===== src/rtl/cpu_pkg.sv =====
// Shared CPU definitions: opcode encodings common to the decoder and the
// I/O-interrupt unit, plus the state encodings of the I/O unit's two FSMs.
package cpu_pkg;

  localparam logic [4:0] OP_IN  = 5'b11000;
  localparam logic [4:0] OP_OUT = 5'b11001;
  localparam logic [4:0] OP_RFI = 5'b11010;
  localparam logic [4:0] OP_SFO = 5'b11011;
  localparam logic [4:0] OP_RFO = 5'b11100;
  localparam logic [4:0] OP_ION = 5'b11101;
  localparam logic [4:0] OP_IOF = 5'b11110;
  localparam logic [4:0] OP_HLT = 5'b11111;

  typedef enum logic {
    O_IDLE = 1'b0,
    O_BUSY = 1'b1
  } out_state_e;

  typedef enum logic {
    I_IDLE = 1'b0,
    I_PEND = 1'b1
  } int_state_e;

  // True when the retiring instruction carries the given opcode.
  function automatic logic op_retires(input logic [4:0] opc,
                                      input logic [4:0] which,
                                      input logic       done);
    return done && (opc == which);
  endfunction

endpackage


===== src/rtl/io_out_chan.sv =====
// Output channel: OUTR buffer, FGO flag and the O_IDLE/O_BUSY handshake FSM
// towards the external output device.
module io_out_chan
  import cpu_pkg::*;
#(
  parameter int DATA_W = 8
) (
  input  logic              clk,
  input  logic              reset,
  input  logic              out_cmd,
  input  logic [DATA_W-1:0] acc_data,
  input  logic              rfo_cmd,
  input  logic              sfo_cmd,
  input  logic              dev_out_ready,
  output logic              dev_out_valid,
  output logic [DATA_W-1:0] dev_out_data,
  output logic              fgo
);

  out_state_e        state_q, state_d;
  logic [DATA_W-1:0] outr_q, outr_d;
  logic              fgo_q, fgo_d;

  // State, buffer and flag registers; reset drops any byte in flight.
  always_ff @(posedge clk) begin
    if (reset) begin
      state_q <= O_IDLE;
      outr_q  <= '0;
      fgo_q   <= 1'b1;
    end else begin
      state_q <= state_d;
      outr_q  <= outr_d;
      fgo_q   <= fgo_d;
    end
  end

  // Next-state logic: software flag writes first, FSM events override them
  // so that a device completion beats a coincident rFO.
  always_comb begin
    state_d = state_q;
    outr_d  = outr_q;
    fgo_d   = fgo_q;
    if (rfo_cmd) fgo_d = 1'b0;
    if (sfo_cmd) fgo_d = 1'b1;
    case (state_q)
      O_IDLE: begin
        if (out_cmd) begin
          outr_d  = acc_data;
          fgo_d   = 1'b0;
          state_d = O_BUSY;
        end
      end
      O_BUSY: begin
        // An OUT issued here is dropped; software is expected to poll FGO.
        if (dev_out_ready) begin
          fgo_d   = 1'b1;
          state_d = O_IDLE;
        end
      end
      default: state_d = O_IDLE;
    endcase
  end

  // Valid comes straight from the state register, never from ready.
  assign dev_out_valid = (state_q == O_BUSY);
  assign dev_out_data  = outr_q;
  assign fgo           = fgo_q;

endmodule


===== src/rtl/io_intr_unit.sv =====
// I/O and interrupt unit: input flag/buffer, interrupt enable, interrupt
// request/take FSM, and the output channel sub-module.
module io_intr_unit
  import cpu_pkg::*;
#(
  parameter int              DATA_W  = 8,
  parameter int              PC_W    = 12,
  parameter logic [PC_W-1:0] INT_VEC = 12'h001
) (
  input  logic              clk,
  input  logic              reset,
  input  logic [4:0]        opcode,
  input  logic              instr_done,
  input  logic              rFI,
  input  logic              rFO,
  input  logic              sFO,
  input  logic              ION,
  input  logic              IOF,
  input  logic [DATA_W-1:0] acc_data,
  output logic [DATA_W-1:0] in_data,
  output logic              fgi,
  output logic              fgo,
  output logic              ien,
  input  logic              dev_in_valid,
  input  logic [DATA_W-1:0] dev_in_data,
  output logic              dev_in_ready,
  output logic              dev_out_valid,
  output logic [DATA_W-1:0] dev_out_data,
  input  logic              dev_out_ready,
  output logic              irq_take,
  output logic [PC_W-1:0]   int_pc
);

  logic              fgi_q;
  logic              ien_q;
  logic [DATA_W-1:0] inpr_q;
  logic              fgo_w;
  logic              in_accept;
  logic              req;
  logic              take;
  logic              iof_ret;
  int_state_e        ist_q, ist_d;

  assign iof_ret      = instr_done && IOF;
  assign in_accept    = dev_in_valid && !fgi_q;
  assign dev_in_ready = !fgi_q;

  // Input buffer and FGI: a device write sets the flag; rFI only clears it
  // when no write lands, which is implicit since writes need FGI = 0.
  always_ff @(posedge clk) begin
    if (reset) begin
      fgi_q  <= 1'b0;
      inpr_q <= '0;
    end else if (in_accept) begin
      fgi_q  <= 1'b1;
      inpr_q <= dev_in_data;
    end else if (instr_done && rFI) begin
      fgi_q  <= 1'b0;
    end
  end

  // Interrupt enable: IOF beats everything, a take disables further
  // interrupts, ION sets it otherwise.
  always_ff @(posedge clk) begin
    if (reset) begin
      ien_q <= 1'b0;
    end else if (iof_ret) begin
      ien_q <= 1'b0;
    end else if (take) begin
      ien_q <= 1'b0;
    end else if (instr_done && ION) begin
      ien_q <= 1'b1;
    end
  end

  assign req = ien_q && (fgi_q || fgo_w);

  // Interrupt FSM state register.
  always_ff @(posedge clk) begin
    if (reset) ist_q <= I_IDLE;
    else       ist_q <= ist_d;
  end

  // Interrupt FSM next state: a request must be seen for one cycle (I_PEND)
  // before an instruction boundary may take it.
  always_comb begin
    ist_d = ist_q;
    take  = 1'b0;
    case (ist_q)
      I_IDLE: begin
        if (req) ist_d = I_PEND;
      end
      I_PEND: begin
        if (!req) begin
          ist_d = I_IDLE;
        end else if (instr_done && !iof_ret && !reset) begin
          take  = 1'b1;
          ist_d = I_IDLE;
        end
      end
      default: ist_d = I_IDLE;
    endcase
  end

  io_out_chan #(
    .DATA_W(DATA_W)
  ) u_out_chan (
    .clk          (clk),
    .reset        (reset),
    .out_cmd      (op_retires(opcode, OP_OUT, instr_done)),
    .acc_data     (acc_data),
    .rfo_cmd      (instr_done && rFO),
    .sfo_cmd      (instr_done && sFO),
    .dev_out_ready(dev_out_ready),
    .dev_out_valid(dev_out_valid),
    .dev_out_data (dev_out_data),
    .fgo          (fgo_w)
  );

  assign in_data  = inpr_q;
  assign fgi      = fgi_q;
  assign fgo      = fgo_w;
  assign ien      = ien_q;
  assign irq_take = take;
  assign int_pc   = INT_VEC;

endmodule


===== config.mk =====
export PLATFORM = sky130hd
export DESIGN_NAME = io_intr_unit
export DESIGN_NICKNAME = d
export VERILOG_FILES = /design/src/rtl/cpu_pkg.sv /design/src/rtl/io_out_chan.sv /design/src/rtl/io_intr_unit.sv
export SDC_FILE = /design/constraint.sdc
export NUM_CORES = 1
export LEC_CHECK = 0
export CAP_MARGIN = 20
export CORE_UTILIZATION = 25
export DETAILED_ROUTE_END_ITERATION = 16
export PLACE_DENSITY = 0.6
export RECOVER_POWER = 25
export SLEW_MARGIN = 20
export SYNTH_ARGS = -nofsm -noshare
export SYNTH_HDL_FRONTEND = slang
export SYNTH_HIERARCHICAL = 1
export SYNTH_SLANG_ARGS = --single-unit

===== constraint.sdc =====
create_clock -name clk -period 1.1 [get_ports clk]
set_input_delay 0.11 -clock clk [delete_from_list [all_inputs] [get_ports clk]]
set_output_delay 0.11 -clock clk [all_outputs]
set_load 0.1 [all_outputs]

-- Word level (Yosys, flattened, before mapping)
Cells that the tools add are included.
W data, S select, Z words.
- word-level logic and storage cells: 44
- output and inout bits: 34
- bits of input ports: 31
- register bits after elaboration: 21
- multiplexer cells: 17
- reductions and logical operators: 17
- bitwise gates (word level): 2
- eq/ne operators: 1
- operator list (kind ; number):
    $mux W1 ; 14
    $logic_and A1 B1 Y1 ; 10
    $pmux W1 S2 ; 3
    $eq A5 B5 Y1 const B ; 1
    $logic_not A1 Y1 ; 3
    $reduce_or A3 Y1 ; 1
    $not A1 Y1 ; 2
    $reduce_and A2 Y1 ; 1
    $reduce_bool A2 Y1 ; 1
    $logic_or A1 B1 Y1 ; 1

-- Depth between registers and ports, before layout
- word-level depth: 8
- depth in mapped cells: 6
- depth with buffers taken out: 5

-- Hierarchy
Netlist, hierarchy kept.
- by module, submodules not included (module ; area each (sq um) ; seq. area each (sq um) ; cells an instance ; instances):
    io_intr_unit ; 543.0 ; 220.2 ; 70 ; 1
    io_out_chan ; 377.9 ; 200.2 ; 46 ; 1

-- Least setup slack after synthesis
No wires, ideal clock.
- kind: flip-flop to output port
- start: register fgi_q (netlist: fgi)
- end: output port irq_take
- data required time: 990 ps
- stages on the path, launching flop included: 3
- arrival: 4075 ps
- slack: -3085 ps
- path buffers: 0
- cells stage by stage: dfxtp_1 > o21ai_2 > nor4_1
- longest elaborated chain between the ends: 4
- ends and longest elaborated chain (what ; RTL line ; text):
    start, declared ; io_intr_unit.sv:34 ; logic fgi_q;
    start signal, assigned ; io_intr_unit.sv:52 ; fgi_q <= 1'b0;
    start signal, assigned ; io_intr_unit.sv:55 ; fgi_q <= 1'b1;
    start signal, assigned ; io_intr_unit.sv:58 ; fgi_q <= 1'b0;
    $logic_or A1 B1 Y1 ; io_intr_unit.sv:76 ; assign req = ien_q && (fgi_q || fgo_w);
    $logic_and A1 B1 Y1 ; io_intr_unit.sv:76 ;
    $mux W1 ; io_intr_unit.sv:94 ; if (!req) begin
    $mux W1 ; io_intr_unit.sv:89 ; case (ist_q)
    end, declared ; io_intr_unit.sv:30 ; output logic irq_take,
Every way passes these cells.

-- Worst setup path in the final report
- start: register ist_q
- end: output port irq_take
- longest elaborated chain between the ends: 1
- ends and longest elaborated chain (what ; RTL line ; text):
    start, declared ; io_intr_unit.sv:42 ; int_state_e ist_q, ist_d;
    start signal, assigned ; io_intr_unit.sv:81 ; else ist_q <= ist_d;
    $mux W1 ; io_intr_unit.sv:89 ;
Every way passes these cells.

==> key figures <==
Timing
  – Crit share post-route: 111.4%
  – Final Critical Period: 1.225 ns
  – RSZ-0062 raised after global routing: true
  – Endpoints failing hold: 0
  – Final worst clock skew: about 0.0025 ns
  – Final Setup Violations: 1
  – Max Fclk: 816.3 MHz
  – Final worst setup slack: -0.1251 ns
  – Setup TNS Final: -0.1251 ns
  – Pins Over Slew Limit: 0
  – Fin Hold WS: approximately 0.24 ns

Layout
  – Most frequent cells in the layout: nand2_1, clkdlybuf4s50_1, buf_4
  – Fillcell total: 346
  – Share of cells above drive strength 1: about 40%
  – Register area: 456.7 um^2
  – Layout Nets: 210
  – Most common cell after layout, fill and taps aside: nand2_1
  – Diode count: 0
  – Area growth syn-to-layout: 93.07%
  – Multi-input logic area: between 400 and 500 um^2

Global route
  – First-pass GRT wire length: 4022 um
  – Initial antenna violation count: 0
  – Largest net degree at the start of global routing: 14
  – Grt total ovfl: 0
  – All-Layer GR Usage: between 10% and 20%
  – Vias in the first global route: roughly 950

Clocking
  – CTS max path bufs: 2
  – Clock Tree Root: clkbuf_8
  – Clock sink count: 21
  – Clk slew on worst S/H paths: approximately 0.070 ns
  – Latest clock arrival within the worst-skew pair: 0.25 ns
  – CTS Buf Count: 3
  – CTS tree: yes
  – Htree depth: 1

Status
  – Outcome: finished, violations left
  – Failing checks: negative setup slack

Worst hold path
  – Hold Crit Class: in2reg

Synth
  – Avg Cell Area, Syn: roughly 7.9 um^2
  – Synth Instances: about 120
  – Flops & latches, synth: 21
  – Sequential area share after synthesis: 45.65%
  – Synth Cell Area: just over 900 um^2
  – Ys Warns: 6
  – Synth unique cells: 21

Die
  – Core Region: roughly 0.0034 mm^2
  – Die area: about 0.0039 mm^2
  – Chip Width: between 60 and 70 um
  – Die height: approximately 63 um
  – Initial Utilization: 26.75%
  – Rows: 21
  – Boundary Pins: 65

Setup path
  – Worst Path Arrival: between 1 and 1.5 ns
  – Max incr delay on CP: ~0.34 ns
  – Flop2flop setup slack: roughly 0.080 ns
  – Critical path fanouts, max: 2
  – Endpoint class of the critical path: output pin
  – Nature of the critical path startpoint: register
  – Critical path type: reg2out
  – Crit path cell chain: nand2_4, nor4_4, buf_12
  – Crit-path slowest cell: dfxtp_2
  – WP data required: roughly 0.99 ns

Power
  – Maximum VDD drop: between 500 and 600 uV
  – Pwr per Cell Area: 1174 mW/mm^2
  – Static Leak: roughly 0.73 nW

Routing
  – WL final: 2412 um
  – DRC violations left: 0
  – DRT iter0 DRCs: 22
  – Via count: between 900 and 1,000
  – Drt first pass iters: 4
  – DR WL/cell: between 10 and 15 um
  – Antenna Nets Post-Route: 0
  – Avg Vias per Cell: ~4.3

Placement
  – DP Wirelength: 1944 um
  – GPL Wtd Cong: 0.7753
  – Port Buffers: between 50 and 60

Job
  – Max Cap Viol: 0
-- power breakdown --
| part | switching [W] | total [W] | leakage [nW] | internal (W) |
|---|---|---|---|---|
| Clock | 0.000232 | 0.000489 | 0.0228 | 0.000257 |
| Sequential | 0.0000257 | 0.000818 | 0.181 | 0.000792 |
| Combinational | 0.000529 | 0.000781 | 0.529 | 0.000252 |
| Total | 0.000786 | 0.00209 | 0.732 | 0.00130 |
-- worst paths after layout --
check / endpoint / cells after the start / start
worst max-delay path: irq_take / 3 / ist_q$_SDFF_PP0_
worst min-delay path: ien$_SDFFE_PP0P_ / 3 / IOF
worst max register to register: ien$_SDFFE_PP0P_ / 4 / fgi$_SDFFE_PP0P_
worst min register to register: in_data[3]$_SDFFE_PP0P_ / 2 / in_data[3]$_SDFFE_PP0P_
-- state kept, by name (all words and copies together) (netlist names) --
name,count
in_data,8
fgi,1
u_out_chan/fgo,1
u_out_chan/dev_out_data,8
ien,1
u_out_chan/dev_out_valid,1
ist_q,1
-- stage by stage --
| stage | instances | power [W] | cell area [um^2] | setup slack, ns | util, % |
|---|---|---|---|---|---|
| finish | 224 | 0.002088 | 1778 | -0.1251 | 51.65 |
| global placement | 217 | 0.001634 | 1767 | -0.4271 | 51.33 |
| floorplan | 126 | 0.001360 | 1016 | -0.7770 | - |
| detailed placement | 217 | 0.001639 | 1767 | -0.5041 | 51.33 |
| CTS | 221 | 0.002136 | 1829 | -0.2500 | 53.14 |
| global route | 224 | 0.002176 | 1778 | -0.1870 | 51.65 |
-- synthesized netlist by cell type (all sizes together) --
cell	count	share of area (%)
nor3b	1	0.82
o21ai	1	0.95
nand2	34	14
a2111oi	1	1.6
o21bai	1	0.82
conb	2	0.82
clkbuf	1	0.41
nor3	1	0.54
nand2b	2	1.4
nor2	4	1.6
buf	17	14
nor4	2	1.4
dfxtp	21	46
nor2b	3	2.0
a21oi	20	11
and2	2	1.4
or2b	1	0.82
nand4b	1	0.95
inv	1	0.41
-- cells by family (layout without fill, tap and decap cells) --
group           Yosys count  after routing  synth area share [%]
flops                    21             21                 45.65
buf+inv                  19             71                 14.54
simple gates             51             51                 24.73
compound gates           23             23                 14.27
other cells               2             12                0.8155
-- area by class of cell --
type                    count  area share, %
repair buffers             66          42.01
multi-input cells          86          26.18
flip-flops and latches     21          25.69
well taps                  46          3.237
inverters                   1         0.3519
clock buffers               4          2.533
-- routing by layer --
metal | global-route usage (%) | wire [um] | up-vias
li1 | - | - | 472
met1 | 14.81 | 997 | 437
met2 | 22.15 | 1228 | 44
met3 | 2.737 | 164 | 2
met4 | 6.395 | 21 | 0
met5 | 0 | 0 | -
-- worst max-delay path, delay by kind of cell (launching register included) --
| kind | cells | cell delay [ns] |
|---|---|---|
| buffers and inverters | 1 | 0.21 |
| flip-flops | 1 | 0.34 |
| AND/OR/NAND/NOR | 2 | 0.31 |
-- what timing repair did --
| action | 4_1_cts | 5_1_grt |
|---|---|---|
| buffers inserted | 0 | 3 |
| hold buffers | 0 | 0 |
| resized for setup | 13 | 12 |
| pin swaps | 5 | 5 |
| setup endpoints to repair | 20 | 19 |
Note: power is estimated with default switching activity, not from simulation.
